===== src/rtl/video_cap_pack.sv =====
// Single-clock video capture: packs DVD_CHN bytes per pixel, routes image lines to a
// show-ahead pixel FIFO and trailing lines to a command strobe. Optional: VCAP_LINE_CHECK_EN.
module video_cap_pack #(
    parameter int unsigned DW_DVD      = 8,
    parameter int unsigned DVD_CHN     = 3,
    parameter int unsigned IW          = 640,
    parameter int unsigned IH          = 512,
    parameter int unsigned CMD_LINES   = 1,
    parameter int unsigned FIFO_AW     = 4,
    parameter int unsigned SKIP_FRAMES = 4,
    parameter int unsigned CNT_W       = 16
) (
    input  logic                        cap_clk,
    input  logic                        reset_l,
    input  logic [DW_DVD-1:0]           DVD,
    input  logic                        DVSYN,
    input  logic                        DHSYN,
    output logic [DW_DVD*DVD_CHN-1:0]   pix_dat,
    output logic                        pix_valid,
    input  logic                        pix_ready,
    output logic                        pix_sof,
    output logic                        pix_eol,
    output logic [DW_DVD*DVD_CHN-1:0]   cmd_dat,
    output logic                        cmd_valid,
    output logic                        img_en,
    output logic [CNT_W-1:0]            frame_cnt,
    output logic                        ovf_err,
    output logic                        line_err,
    output logic [7:0]                  err_cnt
);
    localparam int unsigned PW    = DW_DVD * DVD_CHN;
    localparam int unsigned FW    = PW + 2;
    localparam int unsigned DEPTH = 2 ** FIFO_AW;
    localparam int unsigned CW    = FIFO_AW + 1;
    localparam int unsigned BCW   = (DVD_CHN > 1) ? $clog2(DVD_CHN) : 1;
    localparam int unsigned PCW   = $clog2(IW + 2);
    localparam int unsigned LW    = $clog2(IH + CMD_LINES + 1);

    logic               dvsyn_q, dhsyn_q, in_frame_q, in_frame_d;
    logic [BCW-1:0]     byte_cnt_q, byte_cnt_d;
    logic [PW-1:0]      acc_q, acc_d;
    logic [PCW-1:0]     pix_cnt_q, pix_cnt_d;
    logic [LW-1:0]      line_q, line_d, line_now;
    logic               p_valid_q, p_valid_d, p_img_q, p_img_d, p_cmd_q, p_cmd_d;
    logic [PCW-1:0]     p_idx_q, p_idx_d;
    logic [PW-1:0]      p_dat_q, p_dat_d;
    logic               sof_pend_q, sof_pend_d, last_wr_q, last_wr_d;
    logic [FIFO_AW-1:0] last_ptr_q, last_ptr_d, wr_ptr_q, wr_ptr_d, rd_ptr_q, rd_ptr_d;
    logic [CW-1:0]      cnt_q, cnt_d;
    logic [FW-1:0]      mem_q [DEPTH];
    logic [FW-1:0]      rd_word;
    logic [PW-1:0]      cmd_dat_q, cmd_dat_d;
    logic               cmd_valid_q, cmd_valid_d, img_en_q, img_en_d, ovf_q, ovf_d;
    logic [CNT_W-1:0]   frame_cnt_q, frame_cnt_d;
    logic               frame_start, frame_end, dh_fall, take, pix_done;
    logic               full, do_rd, wr_req, wr_eol, do_wr, patch;

    // Sync edge detection, byte packing, line routing and FIFO control
    always_comb begin
        in_frame_d  = in_frame_q;
        byte_cnt_d  = byte_cnt_q;
        acc_d       = acc_q;
        pix_cnt_d   = pix_cnt_q;
        line_d      = line_q;
        sof_pend_d  = sof_pend_q;
        last_wr_d   = last_wr_q;
        last_ptr_d  = last_ptr_q;
        wr_ptr_d    = wr_ptr_q;
        rd_ptr_d    = rd_ptr_q;
        cnt_d       = cnt_q;
        cmd_dat_d   = cmd_dat_q;
        ovf_d       = ovf_q;
        frame_cnt_d = frame_cnt_q;
        img_en_d    = img_en_q;

        frame_start = DVSYN & ~dvsyn_q;
        frame_end   = ~DVSYN & dvsyn_q & in_frame_q;
        dh_fall     = dhsyn_q & ~DHSYN;
        in_frame_d  = frame_start | (in_frame_q & DVSYN);
        take        = DHSYN & in_frame_d;
        line_now    = frame_start ? '0 : line_q;

        if (take) acc_d[32'(byte_cnt_q) * DW_DVD +: DW_DVD] = DVD;
        pix_done   = take & (byte_cnt_q == BCW'(DVD_CHN - 1));
        byte_cnt_d = (!take || pix_done) ? '0 : byte_cnt_q + BCW'(1);

        if (!DHSYN) pix_cnt_d = '0;
        else if (pix_done && pix_cnt_q != PCW'(IW + 1)) pix_cnt_d = pix_cnt_q + PCW'(1);

        p_valid_d = pix_done;
        p_dat_d   = acc_d;
        p_idx_d   = pix_cnt_q;
        p_img_d   = line_now < LW'(IH);
        p_cmd_d   = !p_img_d && (line_now < LW'(IH + CMD_LINES));

        if (frame_start) line_d = '0;
        else if (dh_fall && DVSYN && in_frame_q && line_q != LW'(IH + CMD_LINES))
            line_d = line_q + LW'(1);

        full   = (cnt_q == CW'(DEPTH));
        do_rd  = (cnt_q != '0) & pix_ready;
        wr_req = p_valid_q & p_img_q & (p_idx_q < PCW'(IW));
        wr_eol = (p_idx_q == PCW'(IW - 1)) | dh_fall;
        do_wr  = wr_req & (~full | do_rd);
        // A trailing partial pixel hides the line end; mark eol on the word already queued
        patch  = dh_fall & ~p_valid_q & last_wr_q & (cnt_q != '0);

        if (do_wr) wr_ptr_d = wr_ptr_q + FIFO_AW'(1);
        if (do_rd) rd_ptr_d = rd_ptr_q + FIFO_AW'(1);
        case ({do_wr, do_rd})
            2'b10:   cnt_d = cnt_q + CW'(1);
            2'b01:   cnt_d = cnt_q - CW'(1);
            default: cnt_d = cnt_q;
        endcase

        if (frame_start) ovf_d = 1'b0;
        if (wr_req && !do_wr) ovf_d = 1'b1;

        if (frame_start) sof_pend_d = 1'b1;
        else if (do_wr) sof_pend_d = 1'b0;

        if (frame_start || frame_end || dh_fall) last_wr_d = 1'b0;
        if (do_wr) begin
            last_wr_d  = ~wr_eol;
            last_ptr_d = wr_ptr_q;
        end

        cmd_valid_d = p_valid_q & p_cmd_q;
        if (cmd_valid_d) cmd_dat_d = p_dat_q;

        if (frame_end) begin
            frame_cnt_d = frame_cnt_q + CNT_W'(1);
            if (frame_cnt_d == CNT_W'(SKIP_FRAMES)) img_en_d = 1'b1;
        end
    end

    // dvsyn_q resets high so a frame already in progress at reset release is not captured
    always_ff @(posedge cap_clk or negedge reset_l) begin
        if (!reset_l) begin
            dvsyn_q     <= 1'b1;
            dhsyn_q     <= 1'b0;
            in_frame_q  <= 1'b0;
            byte_cnt_q  <= '0;
            acc_q       <= '0;
            pix_cnt_q   <= '0;
            line_q      <= '0;
            p_valid_q   <= 1'b0;
            p_img_q     <= 1'b0;
            p_cmd_q     <= 1'b0;
            p_idx_q     <= '0;
            p_dat_q     <= '0;
            sof_pend_q  <= 1'b1;
            last_wr_q   <= 1'b0;
            last_ptr_q  <= '0;
            wr_ptr_q    <= '0;
            rd_ptr_q    <= '0;
            cnt_q       <= '0;
            cmd_dat_q   <= '0;
            cmd_valid_q <= 1'b0;
            img_en_q    <= 1'b0;
            ovf_q       <= 1'b0;
            frame_cnt_q <= '0;
        end else begin
            dvsyn_q     <= DVSYN;
            dhsyn_q     <= DHSYN;
            in_frame_q  <= in_frame_d;
            byte_cnt_q  <= byte_cnt_d;
            acc_q       <= acc_d;
            pix_cnt_q   <= pix_cnt_d;
            line_q      <= line_d;
            p_valid_q   <= p_valid_d;
            p_img_q     <= p_img_d;
            p_cmd_q     <= p_cmd_d;
            p_idx_q     <= p_idx_d;
            p_dat_q     <= p_dat_d;
            sof_pend_q  <= sof_pend_d;
            last_wr_q   <= last_wr_d;
            last_ptr_q  <= last_ptr_d;
            wr_ptr_q    <= wr_ptr_d;
            rd_ptr_q    <= rd_ptr_d;
            cnt_q       <= cnt_d;
            cmd_dat_q   <= cmd_dat_d;
            cmd_valid_q <= cmd_valid_d;
            img_en_q    <= img_en_d;
            ovf_q       <= ovf_d;
            frame_cnt_q <= frame_cnt_d;
        end
    end

    // FIFO storage {eol, sof, data}
    always_ff @(posedge cap_clk) begin
        if (do_wr) mem_q[wr_ptr_q] <= {wr_eol, sof_pend_q, p_dat_q};
        else if (patch) mem_q[last_ptr_q][FW-1] <= 1'b1;
    end

    assign rd_word   = mem_q[rd_ptr_q];
    assign pix_valid = (cnt_q != '0);
    assign pix_dat   = pix_valid ? rd_word[PW-1:0] : '0;
    assign pix_sof   = pix_valid & rd_word[PW];
    assign pix_eol   = pix_valid & rd_word[PW+1];
    assign cmd_dat   = cmd_dat_q;
    assign cmd_valid = cmd_valid_q;
    assign img_en    = img_en_q;
    assign frame_cnt = frame_cnt_q;
    assign ovf_err   = ovf_q;

`ifdef VCAP_LINE_CHECK_EN
    logic       line_err_q, line_err_d;
    logic [7:0] err_cnt_q, err_cnt_d;

    // Complete-pixel count of each image line must equal IW
    always_comb begin
        line_err_d = dh_fall & in_frame_q & (line_q < LW'(IH)) & (pix_cnt_q != PCW'(IW));
        err_cnt_d  = err_cnt_q;
        if (line_err_d && err_cnt_q != 8'hFF) err_cnt_d = err_cnt_q + 8'd1;
    end

    always_ff @(posedge cap_clk or negedge reset_l) begin
        if (!reset_l) begin
            line_err_q <= 1'b0;
            err_cnt_q  <= '0;
        end else begin
            line_err_q <= line_err_d;
            err_cnt_q  <= err_cnt_d;
        end
    end

    assign line_err = line_err_q;
    assign err_cnt  = err_cnt_q;
`else
    assign line_err = 1'b0;
    assign err_cnt  = 8'd0;
`endif

endmodule


===== config.mk =====
export PLATFORM = sky130hd
export DESIGN_NAME = video_cap_pack
export DESIGN_NICKNAME = d
export VERILOG_FILES = /design/src/rtl/video_cap_pack.sv
export SDC_FILE = /design/constraint.sdc
export NUM_CORES = 1
export LEC_CHECK = 0
export CAP_MARGIN = 20
export CORE_MARGIN = 2
export CORE_UTILIZATION = 60
export DETAILED_ROUTE_END_ITERATION = 10
export PLACE_DENSITY_LB_ADDON = 0.15
export SETUP_SLACK_MARGIN = 0.1
export SYNTH_ARGS = -nofsm -noshare
export SYNTH_HDL_FRONTEND = slang
export SYNTH_SLANG_ARGS = --single-unit

===== constraint.sdc =====
create_clock -name cap_clk -period 4.8 [get_ports cap_clk]
set_input_delay 0.96 -clock cap_clk [delete_from_list [all_inputs] [get_ports cap_clk]]
set_output_delay 0.96 -clock cap_clk [all_outputs]
set_load 0.01 [all_outputs]

==> summary.md <==
| Metric | Value |
|---|---|
| Power density relative to cell area | 476 nW/µm² |
| Final-stage net count | roughly 1300 |
| Inserted Clock Buffers | 53 |
| Sequential-to-total area share from yosys stat | 0.719 |
| Post-CTS repair timing setup buffer count | 0 |
| Post-synthesis to final-layout area growth | 15.1% |
| Fraction of synthesized cell area taken by the top area cell type | 0.576 |
| Switching Power | around 3.0 mW |
| Adder and majority cell fraction of the synthesized area | 0.00957 |
| Final Total Pwr | 11.9 mW |
| Family with the most delay on the worst path | multiplexers |
| Post-Synth Simple-Gate Area | 0.0673 |
| Average footprint of a synthesized cell | about 18 µm² |
| Fraction of layout cells with a size suffix above 1 | 0.221 |
| Maximum clock frequency | about 0.23 GHz |
| Relative slew slack | 0.333 |
| Clock Latency Late Sink | between 0.5 and 0.6 ns |
| Highest cell delay on the worst timing path | slightly above 0.8 ns |
| Leakage power of the design | 8.77 nW |
| Crit-path slowest cell | sky130_fd_sc_hd__dfrtp_4 |
| Most frequent cell on the critical path | sky130_fd_sc_hd__mux4_2 |
| Clock H-tree levels | 2 |
| Synth top area cells | sky130_fd_sc_hd__edfxtp_1, sky130_fd_sc_hd__dfrtp_1, sky130_fd_sc_hd__mux4_2 |
| Register bit total from synthesis | 540 |
| Top cell type by total area after synthesis | sky130_fd_sc_hd__edfxtp_1 |
| Post-route fraction of the period consumed by the critical path | 0.925 |
| Time the worst path needs with I/O delays and setup | ~4.4 ns |
| Internal power contribution | 8.86 mW |
| Share of cell area taken by muxes after synthesis | 0.150 |
| Number of filler cells placed in the layout | roughly 2300 |
| Clock transition at the registers of the reported paths | about 0.06 ns |
| Layout Skew | approximately 0.012 ns |
| Number of search-and-repair iterations in the first detailed-routing pass | 5 |
| Most instantiated library cell after synthesis | sky130_fd_sc_hd__edfxtp_1 |
| Core area | 35600 µm² |
| Antenna Diode Count | 0 |
| Root buf cell | sky130_fd_sc_hd__clkbuf_16 |
| Fin Setup TNS | 0 ns |
| Final number of hold-violating endpoints | 0 |
| Synth Warn # | 0 |
| Number of buffer and inverter stages on the critical path | 2 |
| Net Sw Frac | 0.254 |
| Top cells by count, synth | sky130_fd_sc_hd__edfxtp_1, sky130_fd_sc_hd__mux4_2, sky130_fd_sc_hd__dfrtp_1, sky130_fd_sc_hd__nand2_1, sky130_fd_sc_hd__and2_1 |
| DIE WIDTH | approximately 200 µm |
| Worst min path class | reg2reg |
| Initial drt markers | 768 |
| Number of gates resized after cts | 0 |
| Area taken by multi-input logic gates | 5860 µm² |
| Number of global-route vias before repair | roughly 11000 |
| Vertical die dimension | 194 µm |
| Remaining Overflow, GRT | 0 |
| First-pass GRT wire length | ~70 mm |
| Count of vias placed by the detailed router | ~11000 |
| Share of flip-flops with an asynchronous set or reset | 0.230 |
| Sequence of cells on the critical path | buf_12 -> mux4_2 -> mux4_2 -> and2_1 -> clkdlybuf4s50_1 |
| Total wirelength of the detailed-routed design | 45.5 mm |
| Remaining antenna violation count after routing | 0 |
| Synthesized instance count | 1191 |
| Worst endpoint required time | ~3.8 ns |
| Count of standard-cell rows | 69 |
| Critical path arrival | about 3.5 ns |
| Post-synthesis share of cell area spent on xor and xnor gates | 0.0170 |
| Final setup violation count | 0 |
| Starting utilization of the core area | 0.610 |
| Critical Path Source Type | flip-flop |
| Top-Level Pins | 92 |
| Setup repair after global routing missed its margin | false |
| Largest net degree at the start of global routing | 69 |
| Vias/cell | around 6 |
| CTS tree | done |
| Worst vdd ir | 0.000433 V |
| Netlist area before placement | 21700 µm² |
| Per-cell routed wire length | about 25 µm |
| Top FF cell, synth | sky130_fd_sc_hd__edfxtp_1 |
| Combinational group share of total power | 0.201 |
| Count of input and output buffers | 82 |
| Die Footprint | about 38000 µm² |
| Count of hold buffers inserted by post-cts repair | 0 |
| Proportion of power drawn by the clock network | 0.346 |
| Final weighted congestion in routability-driven placement | a little over 0.8 |
| Sequential share of power | 0.454 |
| Maximum capacitance violations | 0 |
| Outcome | completed |
| Pin slew with the least headroom to its limit | around 1 ns |
| Register-to-register path setup slack | between 1.5 and 2 ns |
| DRC errors left | 0 |
| Post-synth EDFFs | around 420 |
| Post-synthesis compound-gate area fraction | 0.0191 |
| All-layer global routing usage | 0.250 |
| HPWL after detailed placement | ~27 mm |
| Largest fanout on the critical path | 31 |
| Non-Filler Cell Area, Final | about 25000 µm² |
| Post-DP Area | ~23000 µm² |
| Total count of max-transition violations in the final report | 0 |
| CP Capture Type | output pin |
| Number of sinks on the clock net | 540 |
| Count of distinct cell types in the synthesized netlist | 56 |
| Sequential cell area | 15600 µm² |
| Critical path class | reg2out |
| Initial antenna violation count | 0 |
| Largest family of logic cells by synthesized area | multiplexers |
| Bufs on Longest Clock Path | 3 |
==> cells by family (layout without fill, tap and decap cells) <==
| logic type | count (synthesis) | after routing |
|---|---|---|
| AND/OR/NAND/NOR | 287 | 287 |
| AO/OA/AOI/OAI | 67 | 67 |
| adder cells (fa/ha/maj) | 16 | 16 |
| flip-flops | 540 | 540 |
| buffers and inverters | 79 | 234 |
| XOR/XNOR | 42 | 42 |
| multiplexers | 159 | 159 |
| other | 1 | 9 |
==> power groups by stage <==
stage          clock network (mW)  logic, mW  registers [mW]
2_1_floorplan                   0       1.81            5.30
5_1_grt                      4.34       2.56            5.42
3_3_place_gp                    0       2.39            5.49
6_report                     4.11       2.38            5.39
4_1_cts                      4.17       2.42            5.40
3_5_place_dp                    0       2.41            5.49
==> worst paths after layout <==
check                                        startpoint                     end  cells after the start
worst max-delay path            rd_ptr_q[0]$_DFFE_PN0P_             pix_dat[17]                      5
max in group asynchronous                       reset_l  sof_pend_q$_DFFE_PN1P_                      2
worst max register to register     p_idx_q[8]$_DFF_PN0_  mem_q[7][14]$_DFFE_PP_                      6
worst min-delay path             p_idx_d[9]$_DFFE_PN0P_    p_idx_q[9]$_DFF_PN0_                      0
min in group asynchronous                       reset_l   line_q[7]$_DFFE_PN0P_                      1
worst min register to register   p_idx_d[9]$_DFFE_PN0P_    p_idx_q[9]$_DFF_PN0_                      0
==> per-layer routing <==
layer / GRT usage / part of all wire / vias to the layer above
li1: - / - / 4870
met1: 0.372 / 0.43 / 5879
met2: 0.388 / 0.48 / 357
met3: 0.0369 / 0.057 / 98
met4: 0.0836 / 0.032 / 0
met5: 0 / 0 / -
==> cells in the final DEF (no fill, tap or decap), drive strengths merged, types with 25 or more instances in the layout <==
master         instances
and2                  55
buf                   34
clkbuf                75
clkdlybuf4s50         81
dfrtp                122
edfxtp               416
mux2                  28
mux4                 130
nand2                 88
nand3                 25
nor2                  46
o21ai                 32
xnor2                 26
==> cell type report <==
type | count | area share
Inverter | 19 | 0.00286
Tap cell | 461 | 0.0231
Timing Repair Buffer | 115 | 0.0450
Clock inverter | 25 | 0.00937
Multi-Input combinational cell | 580 | 0.235
Sequential cell | 540 | 0.625
Clock buffer | 75 | 0.0601
==> flip-flops by register name, indices dropped and copies added (netlist names), 2 cells and up <==
name,count
mem_q,416
cmd_dat,24
p_dat_q,24
frame_cnt,16
line_q,10
p_idx_d,10
p_idx_q,10
cnt_q,5
last_ptr_q,4
rd_ptr_q,4
wr_ptr_q,4
byte_cnt_q,2
==> worst register-to-register path, cell delays in order (launching register included) <==
cell                      delay (ns)
sky130_fd_sc_hd__dfrtp_1        0.38
sky130_fd_sc_hd__o21ai_0        0.24
sky130_fd_sc_hd__nand3_1        0.23
sky130_fd_sc_hd__nor2_1         0.61
sky130_fd_sc_hd__nand4_1        0.35
sky130_fd_sc_hd__nor2_4         0.56
sky130_fd_sc_hd__buf_4          0.41
==> stage by stage <==
step	std cells	util	hold slack, ns	setup slack [ns]
floorplan	1199	-	0.383	0.810
global route	1815	0.702	0.437	0.140
global placement	1714	0.653	0.413	0.797
finish	1815	0.702	0.432	0.360
detailed placement	1715	0.653	0.411	0.844
CTS	1815	0.702	0.425	0.266
Note: power is estimated with default switching activity, not from simulation.
